**src/rtl/seg7_scan_2digit_if.sv**
```systemverilog
// Display-side bundle for seg7_scan_2digit: value load in, multiplexed segment/anode pins out.
// master = the core that supplies values, slave = the scan driver.
interface seg7_scan_2digit_if;
   logic       load;
   logic [3:0] value_in;
   logic [6:0] outDisplay;
   logic       an3;
   logic       an4;
   logic       frame;

   modport master (
      output load,
      output value_in,
      input  outDisplay,
      input  an3,
      input  an4,
      input  frame
   );

   modport slave (
      input  load,
      input  value_in,
      output outDisplay,
      output an3,
      output an4,
      output frame
   );
endinterface

```
**src/rtl/seg7_scan_2digit.sv**
```systemverilog
// Latches a 4-bit value and scans its tens/units digits onto one active-low 7-seg bus.
// Latency: 1 cycle from (state, cnt, value_q) to the pins; a load is visible on the edge after capture.
// No backpressure: load is level-sensitive and captured on every edge where it is high.
module seg7_scan_2digit #(
   parameter int REFRESH_DIV = 50000,
   parameter int GUARD       = 2,
   parameter bit BLANK_LZ    = 1'b1
) (
   input logic               clk,
   input logic               rst,
   seg7_scan_2digit_if.slave bus
);
   localparam int            CW        = (REFRESH_DIV > 1) ? $clog2(REFRESH_DIV) : 1;
   localparam logic [CW-1:0] CNT_MAX   = CW'(REFRESH_DIV - 1);
   localparam logic [CW-1:0] CNT_GUARD = CW'(GUARD);
   localparam logic [6:0]    SEG_BLANK = 7'b1111111;

   typedef enum logic {S_UNITS, S_TENS} state_t;

   state_t        state;
   logic [CW-1:0] cnt;
   logic [3:0]    value_q;
   logic          scan_done;
   logic [6:0]    seg_q;
   logic          an3_q;
   logic          an4_q;
   logic          frame_q;

   logic          tens;
   logic [3:0]    units;
   logic [6:0]    units_seg;
   logic [6:0]    tens_seg;
   logic [6:0]    seg_d;
   logic          an3_d;
   logic          an4_d;
   logic          wrap;

   function automatic logic [6:0] seg_decode(input logic [3:0] d);
      case (d)
         4'd0:    seg_decode = 7'b0000001;
         4'd1:    seg_decode = 7'b1001111;
         4'd2:    seg_decode = 7'b0010010;
         4'd3:    seg_decode = 7'b0000110;
         4'd4:    seg_decode = 7'b1001100;
         4'd5:    seg_decode = 7'b0100100;
         4'd6:    seg_decode = 7'b0100000;
         4'd7:    seg_decode = 7'b0001111;
         4'd8:    seg_decode = 7'b0000000;
         4'd9:    seg_decode = 7'b0000100;
         default: seg_decode = SEG_BLANK;
      endcase
   endfunction

   always_comb begin
      tens      = (value_q >= 4'd10);
      units     = tens ? (value_q - 4'd10) : value_q;
      units_seg = seg_decode(units);
      tens_seg  = tens ? seg_decode(4'd1) : (BLANK_LZ ? SEG_BLANK : seg_decode(4'd0));
      wrap      = (cnt == CNT_MAX);

      // Both anodes stay off for the first GUARD cycles of a slot so the
      // previous digit's segments never ghost onto the new anode.
      seg_d = SEG_BLANK;
      an3_d = 1'b1;
      an4_d = 1'b1;
      if (cnt >= CNT_GUARD) begin
         if (state == S_UNITS) begin
            an4_d = 1'b0;
            seg_d = units_seg;
         end else begin
            an3_d = 1'b0;
            seg_d = tens_seg;
         end
      end
   end

   always_ff @(posedge clk) begin
      if (rst) begin
         state     <= S_UNITS;
         cnt       <= '0;
         value_q   <= 4'd0;
         scan_done <= 1'b0;
         seg_q     <= SEG_BLANK;
         an3_q     <= 1'b1;
         an4_q     <= 1'b1;
         frame_q   <= 1'b0;
      end else begin
         if (bus.load) begin
            value_q <= bus.value_in;
         end
         cnt <= wrap ? '0 : cnt + 1'b1;
         case (state)
            S_UNITS: if (wrap) state <= S_TENS;
            S_TENS:  if (wrap) state <= S_UNITS;
            default: state <= S_UNITS;
         endcase
         // Delayed one stage so frame lines up with the registered pins.
         scan_done <= wrap && (state == S_TENS);
         frame_q   <= scan_done;
         seg_q     <= seg_d;
         an3_q     <= an3_d;
         an4_q     <= an4_d;
      end
   end

   assign bus.outDisplay = seg_q;
   assign bus.an3        = an3_q;
   assign bus.an4        = an4_q;
   assign bus.frame      = frame_q;
endmodule

```
**src/flat_wrapper.sv**
```systemverilog
// flat-port wrapper written by rule: the top's interface ports become plain ports
module seg7_scan_2digit_flat 
#(
   parameter int REFRESH_DIV = 50000,
   parameter int GUARD       = 2,
   parameter bit BLANK_LZ    = 1'b1
)
  (clk, rst, bus_load, bus_value_in, bus_outDisplay, bus_an3, bus_an4, bus_frame);
  seg7_scan_2digit_if bus_i ();
  input logic clk;
  input logic rst;
  input wire logic [$bits(bus_i.load)-1:0] bus_load;
  input wire logic [$bits(bus_i.value_in)-1:0] bus_value_in;
  output wire logic [$bits(bus_i.outDisplay)-1:0] bus_outDisplay;
  output wire logic [$bits(bus_i.an3)-1:0] bus_an3;
  output wire logic [$bits(bus_i.an4)-1:0] bus_an4;
  output wire logic [$bits(bus_i.frame)-1:0] bus_frame;
  assign bus_i.load = bus_load;
  assign bus_i.value_in = bus_value_in;
  assign bus_outDisplay = bus_i.outDisplay;
  assign bus_an3 = bus_i.an3;
  assign bus_an4 = bus_i.an4;
  assign bus_frame = bus_i.frame;
  seg7_scan_2digit #(.REFRESH_DIV(REFRESH_DIV), .GUARD(GUARD), .BLANK_LZ(BLANK_LZ)) u_core (.clk(clk), .rst(rst), .bus(bus_i));
endmodule
```
**config.mk**
```make
export PLATFORM = sky130hd
export DESIGN_NAME = seg7_scan_2digit_flat
export DESIGN_NICKNAME = d
export VERILOG_FILES = /design/src/rtl/seg7_scan_2digit_if.sv /design/src/rtl/seg7_scan_2digit.sv /design/src/flat_wrapper.sv
export SDC_FILE = /design/constraint.sdc
export NUM_CORES = 1
export LEC_CHECK = 0
export CAP_MARGIN = 0
export CORE_AREA = 10 10 83 85
export CTS_CLUSTER_SIZE = 40
export DETAILED_ROUTE_END_ITERATION = 6
export DIE_AREA = 0 0 93 95
export PLACE_DENSITY_LB_ADDON = 0.3
export SLEW_MARGIN = 15
export SYNTH_ARGS = -nofsm -noshare
export SYNTH_HDL_FRONTEND = slang
export SYNTH_SLANG_ARGS = --single-unit
```
**constraint.sdc**
```tcl
create_clock -name clk -period 2.03 [get_ports clk]
set_clock_uncertainty 0.15 [all_clocks]
set_input_delay 0.203 -clock clk [delete_from_list [all_inputs] [get_ports clk]]
set_output_delay 0.203 -clock clk [all_outputs]
set_load 0.02 [all_outputs]
```
==> out/summary.txt <==
via count -> 1384
Layout fillers -> 564
initial core utilization -> 30.0%
Final #Nets -> 226
clock share of power -> 35.8%
total setup buffers inserted after CTS -> 0
final setup fails -> 0
gr usage total -> 8.57%
combinational share of power -> 16.2%
Iteration-0 DRC Markers -> 40
Synth warnings -> 0
Min Clock Period, post-route -> 1860 ps
Ports -> 17
height of the die -> 95 um
Mapped Area -> 1600 um^2
post-route setup slack -> 171 ps
Critical Path Source -> u_core.cnt[10]$_SDFF_PP0_
leakage power -> 0.733 nW
buffer depth of the longest clock path -> 2
NetSw -> 0.360 mW
Final HPWL DP -> 2590 um
total routed wirelength -> 3480 um
CTS sink count -> 32
Total Neg Setup Slack -> 0 ps
type of the worst setup path -> reg -> reg
Worst Tran Pin Value -> 647 ps
ratio of cells with drive above 1 in the final layout -> 10.8%
VDD IR max -> 410 uV
number of H-tree levels -> 2
sequence of cells on the critical path -> or4_4, nor4_4, and3_2, ha_1, nor2b_1
WP buf/inv -> 0
Max Fclk -> 0.538 GHz
crit-path max FO -> 6
drt wl/cell -> 12.2 um
GPL Wtd Cong -> 0.835
diode count -> 0
crit share post-route -> 91.6%
sw frac -> 25.8%
antenna violations before repair -> 0
clk_lat worst skew -> 280 ps
share of the yosys chip area belonging to registers -> 40.0%
CP endpoint kind -> flip-flop
CP arrival -> 1880 ps
die area -> 8840 um^2
Antenna Nets Post-Route -> 0
flops & latches, synth -> 32
drt via density -> 4.86
Relative slew margins -> 56.6%
class of the worst hold path -> reg -> reg
slowest CP cell -> or4_4
min-delay src -> u_core.scan_done$_SDFF_PP0_
hold_buf cts -> 0
global-route wire length before repair -> 6150 um
grt ovf -> 0
largest net degree at the start of global routing -> 17
Post-synth top flop -> dfxtp_1
P_int -> 1.04 mW
# resized after CTS -> 0
syn_nets -> 201
Reg clk slew, reported paths -> 70 ps
drt pass-1 iters -> 4
CTS tree -> yes
DR DRC count -> 0
Core Util, Final -> 37.2%
PwrDens -> 702 nW/um^2
syn_area_per_cell -> 8.56 um^2
dpl ws -> 159 ps
Setup crit start kind -> flip-flop
Buffers on Ports -> 16
most common cell after layout, fill and taps aside -> dfxtp_1
Req. time, crit path -> 2060 ps
Root Driver -> clkbuf_8
TritonCTS buffer count -> 5
most frequent cells in the layout -> dfxtp_1, nor2_1, clkdlybuf4s50_1
delay-heaviest family, CP -> simple AND/OR/NAND/NOR gates
ys async rst share -> 0%
num rows -> 27
sequential share of power -> 48.0%
largest stage delay on the critical path -> 540 ps
total core area -> 5340 um^2
final max-slew violation count -> 0
Synth cell types -> 40
vias in the first global route -> 1352
Final Hold Viols -> 0
MaxCap Viol Count -> 0
Area Growth Syn to Fin -> 24.1%
Die X -> 93 um
cells after synthesis -> 187
status -> finished clean
RSZ-0062 raised after global routing -> false
EDFF count, synth -> 0
Worst R2R Start -> u_core.cnt[10]$_SDFF_PP0_
Pwr Total -> 1.40 mW
kinds of logic after synthesis:
kind of cell	count (synthesis)	share of synthesized area, %
XOR/XNOR	15	8.20
adder cells (fa/ha/maj)	7	5.47
flip-flops	32	40.0
buffers and inverters	20	5.16
AO/OA/AOI/OAI	26	11.8
AND/OR/NAND/NOR	82	26.3
multiplexers	5	3.13
cell usage after synthesis, types with 2 or more instances:
cell type / instances / area, um^2
nand4_1: 4 / 25.0
xnor2_1: 13 / 114
xor2_1: 2 / 17.5
nor3_1: 8 / 40.0
nor2_1: 27 / 101
o221ai_1: 2 / 17.5
nand2_1: 13 / 48.8
o21ai_0: 5 / 25.0
nor4_1: 5 / 31.3
dfxtp_1: 32 / 641
mux2i_1: 5 / 50.1
a31oi_1: 2 / 12.5
nor2b_1: 4 / 25.0
ha_1: 7 / 87.6
a211oi_1: 3 / 22.5
nand3_1: 11 / 55.1
clkbuf_1: 8 / 30.0
a21oi_1: 5 / 25.0
inv_1: 10 / 37.5
power groups by stage:
stage	combinational [mW]	clock [mW]	sequential, mW
2_1_floorplan	0.112	0	0.708
3_3_place_gp	0.227	0	0.684
3_5_place_dp	0.228	0	0.685
4_1_cts	0.229	0.516	0.671
5_1_grt	0.253	0.542	0.673
6_report	0.226	0.499	0.670
layout make-up:
type	count	area, um^2	area share (%)
clock buffer	8	90.1	4.53
tap	72	90.1	4.53
multi-input combinational	135	878	44.2
inverter	10	37.5	1.89
timing repair buffer	28	250	12.6
sequential	32	641	32.2
stage by stage:
step                      area, um^2  hold slack (ps)  std cells
after floorplan                 1600              200        187
after global placement          1900              284        277
after detailed placement        1900              292        277
after CTS                       1990              304        285
after global routing            1990              311        285
final                           1990              296        285
layer usage:
| metal | vias up | track usage [%] | routed length, um |
|---|---|---|---|
| met2 | 36 | 14.1 | 1600 |
| met5 | - | 0 | 0 |
| met1 | 631 | 9.89 | 1620 |
| li1 | 710 | - | - |
| met4 | 0 | 3.86 | 61 |
| met3 | 7 | 2.85 | 199 |
state kept, by name (all words and copies together) (netlist names):
signal / flops
u_core.bus.frame: 1
u_core.cnt: 16
u_core.bus.an3: 1
u_core.state: 1
u_core.scan_done: 1
u_core.bus.outDisplay: 7
u_core.bus.an4: 1
u_core.value_q: 4
worst paths after layout:
kind,slack (ps),cells after the start,to
setup / recovery,170,5,u_core.state$_SDFF_PP0_
setup reg to reg,170,5,u_core.state$_SDFF_PP0_
hold reg to reg,300,1,u_core.bus.frame$_SDFF_PP0_
hold / removal,300,1,u_core.bus.frame$_SDFF_PP0_
(Power assumes the default switching activity.)
==> edit (config.mk and constraints unchanged) <==
`BLANK_LZ` is set to 1'b1 in 2 places; all go to 1'b0.
--- a/src/rtl/seg7_scan_2digit.sv
+++ b/src/rtl/seg7_scan_2digit.sv
@@ -5,5 +5,5 @@
    parameter int REFRESH_DIV = 50000,
    parameter int GUARD       = 2,
-   parameter bit BLANK_LZ    = 1'b1
+   parameter bit BLANK_LZ    = 1'b0
 ) (
    input logic               clk,
--- a/src/flat_wrapper.sv
+++ b/src/flat_wrapper.sv
@@ -4,5 +4,5 @@
    parameter int REFRESH_DIV = 50000,
    parameter int GUARD       = 2,
-   parameter bit BLANK_LZ    = 1'b1
+   parameter bit BLANK_LZ    = 1'b0
 )
   (clk, rst, bus_load, bus_value_in, bus_outDisplay, bus_an3, bus_an4, bus_frame);
Behaviour: same outputs for any inputs over 10 cycles, from zero or initial values and one cycle with rst high; that may be too few to reach the edited logic, so the function may still have changed.
==> edit against the unedited design <==
- largest cell class unchanged
- final area is 1.6% lower
- largest power group unchanged
- routed wire length decreased by 7.4%
- combinational power fell by 9.3%
- power fell by 2.5%
- sequential cell count unchanged
- synthesized area unchanged
- setup slack lost 0.025 ns
- clock power is 3% lower
==> edit: results (changes against the unedited design) <==
stage;metric;value;unit;change
placement;placed cells;264;;-4.7%
synth;Synth Area per Inst;9.05;µm²;+5.6%
placement;DP HPWL;2390;µm;-7.8%
clock_network;total CTS buffers;5;;unchanged
synth;XOR/XNOR share of the synthesized area;7.66;%;-0.55 points
grt;M1 GR Usage;9.33;%;-0.56 points
power_and_ir_drop;Switch Pwr;0.332;mW;-7.9%
drt;uppermost layer routed;met4;;
drt;wire length on met1;1580;µm;-2.3%
critical_path;worst flop-to-flop path endpoint;u_core.bus.outDisplay[5];;
clock_network;# H-tree levels;2;;unchanged
placement;Placed Area;1860;µm²;-1.8%
run;max_cap viols;0;;unchanged
worst_hold_path;hold path cells;1;;unchanged
critical_path;CP max FO;8;;+2
critical_path;Reg2Reg Depth;6;;+1
grt;vias in the first global route;1156;;-14%
critical_path;Critical-path top delay cell;ha_1;;
grt;largest net degree at the start of global routing;16;;-1
drt;1st-iter DRT viols;140;;+250%
layout;final net count;213;;-5.8%
critical_path;slowest stage delay, CP;0.44;ns;-0.10 ns
critical_path;Worst R2R Start;u_core.value_q[2];;
drt;TritonRoute pass-1 iters;4;;unchanged
drt;met3 routed wirelength;202;µm;+1.5%
critical_path;Top delay family on crit path;adder cells;;
layout;max FFs per register;16;;unchanged
synth;Mapped Nets;191;;-5.0%
drt;via/cell ratio;4.68;;-3.5%
placement;GP Congestion;0.847;;+1.4%
synth;Yosys cell types;44;;+10%
outcome;status;finished clean;;
grt;initial antenna violation count;0;;unchanged
grt;global routing met3 resource utilization;3.33;%;+0.48 points
synth;multiplexer share of the synthesized area;2.50;%;-0.62 points
layout;post-route insts no fill;272;;-4.6%
layout;Most flops, register;u_core.cnt;;
grt;first-pass GRT wire length;5500;µm;-11%
synth;sequential area share after synthesis;40.0;%;unchanged
timing;Slew @ Worst Pin;0.421;ns;-0.226 ns
clock_network;Bufs on Longest Clock Path;2;;unchanged
worst_hold_path;Hold Startpoint;u_core.scan_done;;
power_and_ir_drop;Leakage Power;0.743;nW;+1.4%
power_and_ir_drop;Max VDD drop;0.224;mV;-45%
synth;post-synthesis compound-gate area fraction;14.3;%;+2.5 points
worst_hold_path;hold endpoint;u_core.bus.frame;;
drt;routed wl met2;1350;µm;-16%
drt;Routed WL per cell;11.9;µm;-3.0%
critical_path;R2R Setup Slk;0.15;ns;-0.02 ns
clock_network;clock slew at reported path FFs;0.06;ns;
synth;Synth top cells by count;dfxtp_1, nor2_1, xor2_1;;
grt;grt met2 use;11.1;%;-3.0 points
synth;top cells by area, synth;dfxtp_1, nor2_1, ha_1;;
layout;share of cells above drive strength 1;11.5;%;+0.70 points
grt;Global Route Usage Sum;7.72;%;-0.85 points
[edit: metrics by stage]
step	hold WS (ns)	setup slack [ns]	power, mW
after detailed placement	0.283	0.154	0.892
after global routing	0.330	0.00776	1.44
after CTS	0.311	0.136	1.38
after global placement	0.288	0.172	0.890
final	0.309	0.147	1.36
after floorplan	0.200	0.0606	0.810
[edit: cell type report]
class / instances / area (µm²)
clock buffer: 8 / 90.1
fill: 587 / 3380
tap: 72 / 90.1
sequential: 32 / 642
timing repair buffer: 25 / 228
multi-input combinational: 128 / 878
inverter: 7 / 26.3
[edit: power groups by stage]
stage	sequential [mW]	clock [mW]	combinational, mW
2_1_floorplan	0.704	0	0.106
3_3_place_gp	0.683	0	0.207
3_5_place_dp	0.684	0	0.207
4_1_cts	0.670	0.507	0.208
5_1_grt	0.674	0.542	0.227
6_report	0.670	0.486	0.205
[edit: kinds of logic after synthesis]
kind of cell | Yosys count
mux | 4
fa+ha+maj | 7
xor+xnor | 14
flops | 32
compound gates | 33
buf+inv | 17
simple gates | 70
